### config.mk
export PLATFORM = sky130hd
export DESIGN_NAME = register_stack_flat
export DESIGN_NICKNAME = d
export VERILOG_FILES = /design/src/rtl/register_stack_if.sv /design/src/rtl/register_stack.sv /design/src/flat_wrapper.sv
export SDC_FILE = /design/constraint.sdc
export NUM_CORES = 1
export LEC_CHECK = 0
export ABC_AREA = 1
export CAP_MARGIN = 30
export CELL_PAD_IN_SITES_DETAIL_PLACEMENT = 1
export CELL_PAD_IN_SITES_GLOBAL_PLACEMENT = 1
export CORE_AREA = 2 2 156 158
export DETAILED_ROUTE_END_ITERATION = 7
export DIE_AREA = 0 0 158 160
export PLACE_DENSITY = 0.66
export SLEW_MARGIN = 25
export SYNTH_ARGS = -nofsm -noshare
export SYNTH_HDL_FRONTEND = slang
export SYNTH_SLANG_ARGS = --single-unit
export TNS_END_PERCENT = 20
### constraint.sdc
create_clock -name clk -period 3.6 [get_ports clk]
set_clock_uncertainty 0.2 [all_clocks]
set_input_delay 0.54 -clock clk [delete_from_list [all_inputs] [get_ports clk]]
set_output_delay 0.54 -clock clk [all_outputs]
set_load 0.01 [all_outputs]
### src/rtl/register_stack_if.sv
// Bus bundle for register_stack: stack commands, TOS operations and status.
// REGISTER_STACK_PEEK_EN adds the combinational peek port group.
interface register_stack_if #(
    parameter int DATA_WIDTH = 16,
    parameter int DEPTH      = 8
);
    localparam int CNT_W = $clog2(DEPTH + 1);

    logic                  push;
    logic                  pop;
    logic [DATA_WIDTH-1:0] in;
    logic                  cl;
    logic                  inc;
    logic                  dec;
    logic                  sr;
    logic                  ir;
    logic                  sl;
    logic                  il;
    logic                  clr_err;
    logic [DATA_WIDTH-1:0] top;
    logic [CNT_W-1:0]      count;
    logic                  empty;
    logic                  full;
    logic                  overflow;
    logic                  underflow;
`ifdef REGISTER_STACK_PEEK_EN
    localparam int IDX_W = $clog2(DEPTH);
    logic [IDX_W-1:0]      peek_idx;
    logic [DATA_WIDTH-1:0] peek_data;
    logic                  peek_valid;
`endif

    modport master (
        output push, pop, in, cl, inc, dec, sr, ir, sl, il, clr_err,
`ifdef REGISTER_STACK_PEEK_EN
        output peek_idx,
        input  peek_data, peek_valid,
`endif
        input  top, count, empty, full, overflow, underflow
    );

    modport slave (
        input  push, pop, in, cl, inc, dec, sr, ir, sl, il, clr_err,
`ifdef REGISTER_STACK_PEEK_EN
        input  peek_idx,
        output peek_data, peek_valid,
`endif
        output top, count, empty, full, overflow, underflow
    );
endinterface

### src/rtl/register_stack.sv
// LIFO of DATA_WIDTH-bit registers with in-place TOS operations and sticky error flags.
// Optional feature macro: REGISTER_STACK_PEEK_EN (combinational indexed peek).
module register_stack #(
    parameter int DATA_WIDTH = 16,
    parameter int DEPTH      = 8
) (
    input logic             clk,
    input logic             rst,
    register_stack_if.slave bus
);
    localparam int CNT_W = $clog2(DEPTH + 1);
    localparam int IDX_W = $clog2(DEPTH);

    typedef enum logic [2:0] {
        CMD_IDLE,
        CMD_REPLACE,
        CMD_PUSH,
        CMD_POP,
        CMD_TOS
    } cmd_e;

    logic [DATA_WIDTH-1:0] mem_p0 [DEPTH];
    logic [DATA_WIDTH-1:0] top_p0;
    logic [CNT_W-1:0]      count_p0;
    logic                  empty_p0;
    logic                  full_p0;
    logic                  overflow_p0;
    logic                  underflow_p0;

    cmd_e                  cmd;
    logic                  has_tos_op;
    logic                  is_empty;
    logic                  is_full;
    logic [IDX_W-1:0]      tos_idx;
    logic [IDX_W-1:0]      below_idx;
    logic                  wr_en;
    logic [IDX_W-1:0]      wr_idx;
    logic [DATA_WIDTH-1:0] wr_data;
    logic [DATA_WIDTH-1:0] top_d;
    logic [CNT_W-1:0]      count_d;
    logic                  ovf_set;
    logic                  unf_set;

    // Single TOS operation in priority order cl > inc > dec > sr > sl; inc/dec wrap modulo 2^DATA_WIDTH.
    function automatic logic [DATA_WIDTH-1:0] tos_op(
        input logic [DATA_WIDTH-1:0] v,
        input logic                  op_cl,
        input logic                  op_inc,
        input logic                  op_dec,
        input logic                  op_sr,
        input logic                  op_ir,
        input logic                  op_sl,
        input logic                  op_il
    );
        logic [DATA_WIDTH-1:0] r;
        r = v;
        if (op_cl)       r = '0;
        else if (op_inc) r = v + DATA_WIDTH'(1);
        else if (op_dec) r = v - DATA_WIDTH'(1);
        else if (op_sr)  r = {op_ir, v[DATA_WIDTH-1:1]};
        else if (op_sl)  r = {v[DATA_WIDTH-2:0], op_il};
        return r;
    endfunction

    // A fresh error in the same cycle beats clr_err.
    function automatic logic sticky_next(input logic cur, input logic clr, input logic set);
        return set | (cur & ~clr);
    endfunction

    always_comb begin
        is_empty   = (count_p0 == '0);
        is_full    = (count_p0 == CNT_W'(DEPTH));
        tos_idx    = IDX_W'(count_p0 - CNT_W'(1));
        below_idx  = IDX_W'(count_p0 - CNT_W'(2));
        has_tos_op = bus.cl | bus.inc | bus.dec | bus.sr | bus.sl;
        if (bus.push && bus.pop) cmd = CMD_REPLACE;
        else if (bus.push)       cmd = CMD_PUSH;
        else if (bus.pop)        cmd = CMD_POP;
        else if (has_tos_op)     cmd = CMD_TOS;
        else                     cmd = CMD_IDLE;
    end

    always_comb begin
        wr_en   = 1'b0;
        wr_idx  = tos_idx;
        wr_data = bus.in;
        top_d   = top_p0;
        count_d = count_p0;
        ovf_set = 1'b0;
        unf_set = 1'b0;
        case (cmd)
            CMD_REPLACE: begin
                // Replace on an empty stack degenerates into a push into slot 0.
                wr_en = 1'b1;
                top_d = bus.in;
                if (is_empty) begin
                    wr_idx  = '0;
                    count_d = CNT_W'(1);
                end
            end
            CMD_PUSH: begin
                if (is_full) begin
                    ovf_set = 1'b1;
                end else begin
                    wr_en   = 1'b1;
                    wr_idx  = IDX_W'(count_p0);
                    count_d = count_p0 + CNT_W'(1);
                    top_d   = bus.in;
                end
            end
            CMD_POP: begin
                if (is_empty) begin
                    unf_set = 1'b1;
                end else begin
                    count_d = count_p0 - CNT_W'(1);
                    top_d   = (count_p0 >= CNT_W'(2)) ? mem_p0[below_idx] : '0;
                end
            end
            CMD_TOS: begin
                if (!is_empty) begin
                    wr_en   = 1'b1;
                    wr_data = tos_op(top_p0, bus.cl, bus.inc, bus.dec, bus.sr, bus.ir, bus.sl, bus.il);
                    top_d   = wr_data;
                end
            end
            default: ;
        endcase
    end

    // Stage p0: control and the registered TOS copy.
    always_ff @(posedge clk) begin
        if (rst) begin
            top_p0       <= '0;
            count_p0     <= '0;
            empty_p0     <= 1'b1;
            full_p0      <= 1'b0;
            overflow_p0  <= 1'b0;
            underflow_p0 <= 1'b0;
        end else begin
            top_p0       <= top_d;
            count_p0     <= count_d;
            empty_p0     <= (count_d == '0);
            full_p0      <= (count_d == CNT_W'(DEPTH));
            overflow_p0  <= sticky_next(overflow_p0, bus.clr_err, ovf_set);
            underflow_p0 <= sticky_next(underflow_p0, bus.clr_err, unf_set);
        end
    end

    always_ff @(posedge clk) begin
        if (wr_en && !rst) mem_p0[wr_idx] <= wr_data;
    end

    assign bus.top       = top_p0;
    assign bus.count     = count_p0;
    assign bus.empty     = empty_p0;
    assign bus.full      = full_p0;
    assign bus.overflow  = overflow_p0;
    assign bus.underflow = underflow_p0;

`ifdef REGISTER_STACK_PEEK_EN
    logic             peek_hit;
    logic [IDX_W-1:0] peek_slot;

    always_comb begin
        peek_hit       = (CNT_W'(bus.peek_idx) < count_p0);
        peek_slot      = IDX_W'(count_p0 - CNT_W'(1) - CNT_W'(bus.peek_idx));
        bus.peek_valid = peek_hit;
        bus.peek_data  = peek_hit ? mem_p0[peek_slot] : '0;
    end
`endif

endmodule
### src/flat_wrapper.sv
// flat-port wrapper written by rule: the top's interface ports become plain ports
module register_stack_flat 
#(
    parameter int DATA_WIDTH = 16,
    parameter int DEPTH      = 8
)
  (clk, rst, bus_push, bus_pop, bus_in, bus_cl, bus_inc, bus_dec, bus_sr, bus_ir, bus_sl, bus_il, bus_clr_err, bus_top, bus_count, bus_empty, bus_full, bus_overflow, bus_underflow);
  register_stack_if #(.DATA_WIDTH(DATA_WIDTH), .DEPTH(DEPTH)) bus_i ();
  input logic clk;
  input logic rst;
  input wire logic [$bits(bus_i.push)-1:0] bus_push;
  input wire logic [$bits(bus_i.pop)-1:0] bus_pop;
  input wire logic [$bits(bus_i.in)-1:0] bus_in;
  input wire logic [$bits(bus_i.cl)-1:0] bus_cl;
  input wire logic [$bits(bus_i.inc)-1:0] bus_inc;
  input wire logic [$bits(bus_i.dec)-1:0] bus_dec;
  input wire logic [$bits(bus_i.sr)-1:0] bus_sr;
  input wire logic [$bits(bus_i.ir)-1:0] bus_ir;
  input wire logic [$bits(bus_i.sl)-1:0] bus_sl;
  input wire logic [$bits(bus_i.il)-1:0] bus_il;
  input wire logic [$bits(bus_i.clr_err)-1:0] bus_clr_err;
  output wire logic [$bits(bus_i.top)-1:0] bus_top;
  output wire logic [$bits(bus_i.count)-1:0] bus_count;
  output wire logic [$bits(bus_i.empty)-1:0] bus_empty;
  output wire logic [$bits(bus_i.full)-1:0] bus_full;
  output wire logic [$bits(bus_i.overflow)-1:0] bus_overflow;
  output wire logic [$bits(bus_i.underflow)-1:0] bus_underflow;
  assign bus_i.push = bus_push;
  assign bus_i.pop = bus_pop;
  assign bus_i.in = bus_in;
  assign bus_i.cl = bus_cl;
  assign bus_i.inc = bus_inc;
  assign bus_i.dec = bus_dec;
  assign bus_i.sr = bus_sr;
  assign bus_i.ir = bus_ir;
  assign bus_i.sl = bus_sl;
  assign bus_i.il = bus_il;
  assign bus_i.clr_err = bus_clr_err;
  assign bus_top = bus_i.top;
  assign bus_count = bus_i.count;
  assign bus_empty = bus_i.empty;
  assign bus_full = bus_i.full;
  assign bus_overflow = bus_i.overflow;
  assign bus_underflow = bus_i.underflow;
  register_stack #(.DATA_WIDTH(DATA_WIDTH), .DEPTH(DEPTH)) u_core (.clk(clk), .rst(rst), .bus(bus_i));
endmodule
==> metrics.txt <==
Post-route DRC 0; synthesized area 8140 um^2; setup violation total in the final timing report 0; Synthesized Nets around 1000; async set-reset flop share out of synthesis 0; Die Height between 150 and 200 um; placed cell area approximately 9000 um^2; worst-case reg-to-reg path depth 11; share of cells above drive strength 1 0.07819; gpl congestion between 0.8 and 0.9; core box area between 20000 and 25000 um^2; routed wire length roughly 26000 um; Startpoint Class flip-flop; placed insts 1322; Starting Density 0.3417; Clock Pin Slew Worst Setup and Hold Paths about 0.060 ns; crit path capture type flip-flop; YS warnings 0; Post-Place Worst Slack just under 0.2 ns; Hold Path Stages 2; clk_lat worst skew approximately 0.43 ns; Mapped Cells 963; reg2reg start u_core.bus.count[0]$_SDFF_PP0_; minimum clock period 2.888 ns; setup TNS 0 ns; Crit Path Category flip-flop to flip-flop; Max VDD drop roughly 250 uV; I/O pin total 52; CTS tree built; Worst-Margin Slew slightly above 0.9 ns; HP Start u_core.bus.underflow$_SDFF_PP0_; data required time at the worst endpoint approximately 3.8 ns; non-filler instance count after layout ~1400; global-route wire length before repair 40720 um; Syn Area/Cell around 8.5 um^2; DP HPWL about 18000 um; r2r setup slk between 0.7 and 0.8 ns; Crit path largest cell delay approximately 0.6 ns; worst-path fanout max between 60 and 70; slowest stage cell, crit path buf_4; Tot GR Track Use 0.2119; cts repair resizes 0; FP Rows 57; max-slew violations 0; die width roughly 160 um; most frequent cells in the layout nand2_1 (250), nor2_1 (141), edfxtp_1 (128); register area share after synthesis 0.5312; die area around 25000 um^2; grt total ovfl 0; Nets about 1100; number of CTS-inserted buffers 17; setup bufs post-CTS 0; RSZ-0062 raised after global routing no; routed vias 6939; Wirelength per Cell 19.04 um; PortBufs 51; Final Util 0.4093; most common cell after layout, fill and taps aside nand2_1; Hold Crit Class flip-flop to flip-flop; final worst path period share 0.8023; Clock Tree Root clkbuf_16; MaxCap Viol Count 0; setup ws final 0.7117 ns; pwr/cell area 523.2 nW/um^2; Max clock buf depth 2; largest net degree at the start of global routing 71; flops & latches, synth ~150; EDFF count, synth around 130; critical path cell sequence inv_2 > buf_4 > ha_1 > nor2_1 > nand2_1 > nand2_1 > inv_1 > nand3_1 > nand2_1 > nor2_1 > a21oi_1; Initial DRC Count 430; H-tree Lvls 4; outcome finished clean; max frequency around 0.35 GHz; Post-DRT Antenna Nets 0; Hold Crit Endpoint u_core.bus.underflow$_SDFF_PP0_; initial antenna violation count 0; Final Hold Violating Endpoints 0; Arr. time, crit path between 3 and 4 ns; vias per cell between 5 and 6; leakage 3.792 nW; design area about 10000 um^2; CTS sink count roughly 150; 1st-pass router iterations 5; r2r endpoint u_core.bus.top[11]$_SDFFE_PP0P_; top_reg_cell synth edfxtp_1; worst rel slew slack 0.3819; Netlist cell types 34; Layout area overhead 19.78%; Antenna Cells 0; vias in the first global route 7121; Post-CTS Hold Buffers 0; crit-path most repeated cell nand2_1
==> area by class of cell <==
cell class              count  area [um^2]
fillers                  2850        14070
clock buffers              23        467.9
inverters                  61        229.0
repair buffers             93        860.8
multi-input cells         698         3337
flip-flops and latches    152         4325
well taps                 324        405.4
clock inverters             9        125.1
==> synth_stat cells (3+ instances only) <==
cell type / number / area (um^2)
o22ai_1: 5 / 31.28
xor2_1: 8 / 70.07
clkbuf_1: 24 / 90.09
o211ai_1: 5 / 37.54
a21oi_1: 66 / 330.3
nand4_1: 13 / 81.33
o31ai_1: 31 / 232.7
o21ai_1: 10 / 50.05
inv_2: 3 / 11.26
buf_2: 22 / 110.1
ha_1: 16 / 200.2
nor2_1: 141 / 529.3
a31oi_1: 8 / 50.05
inv_1: 58 / 217.7
nand3_1: 59 / 295.3
dfxtp_1: 24 / 480.5
edfxtp_1: 128 / 3844
o21ai_0: 69 / 345.3
buf_1: 3 / 11.26
nand2_1: 250 / 938.4
==> where the power goes <==
part	internal (W)	leakage, nW	switching [W]	total, W
Combinational	0.000393	2.15	0.000793	0.00119
Sequential	0.00201	1.35	0.0000973	0.00210
Clock	0.00112	0.290	0.000690	0.00181
Total	0.00352	3.79	0.00158	0.00510
==> worst max-delay path by stage <==
stage,from,end,slack [ns],cells after the start
floorplan,u_core.bus.count[1]$_SDFF_PP0_,u_core.mem_p0[1][0]$_DFFE_PP_,0.32,10
global placement,bus_pop,u_core.mem_p0[3][9]$_DFFE_PP_,0.37,12
detailed placement,bus_push,u_core.mem_p0[7][14]$_DFFE_PP_,0.20,9
CTS,u_core.bus.top[0]$_SDFFE_PP0P_,u_core.mem_p0[4][12]$_DFFE_PP_,0.60,10
global route,bus_push,u_core.mem_p0[3][7]$_DFFE_PP_,0.48,12
finish,u_core.bus.count[0]$_SDFF_PP0_,u_core.bus.top[11]$_SDFFE_PP0P_,0.71,11
==> flip-flops by register name, summed over array words and instances (netlist names) <==
name / cells
u_core.bus.full: 1
u_core.bus.empty: 1
u_core.bus.underflow: 1
u_core.bus.top: 16
u_core.mem_p0: 128
u_core.bus.overflow: 1
u_core.bus.count: 4
==> through the flow <==
step	power [W]	hold slack, ns
6_report	0.005102	0.2882
5_1_grt	0.005351	0.3048
4_1_cts	0.005124	0.2928
3_5_place_dp	0.003316	0.2829
3_3_place_gp	0.003292	0.2598
2_1_floorplan	0.002850	0.2811
==> worst max-delay path, delay by kind of cell, from the launching register on <==
kind	cells	cell delay [ns]
adders and majority gates	1	0.26
DFF	1	0.32
buffers and inverters	3	1.18
AOI/OAI and AO/OA	1	0.12
and+or+nand+nor	6	0.71
==> routing by layer <==
metal | GRT usage | part of all wire
met1 | 0.3113 | 0.49
met3 | 0.02578 | 0.038
met4 | 0.05528 | 0.015
met5 | 0 | 0
met2 | 0.3316 | 0.46
==> logic make-up after synthesis <==
family / share of synthesized area
and+or+nand+nor: 0.2364
buffers and inverters: 0.05887
adders and majority gates: 0.02459
DFF: 0.5312
xor gates and xnor gates: 0.01076
AOI/OAI and AO/OA: 0.1382
Power figures use the tool's default switching activity.
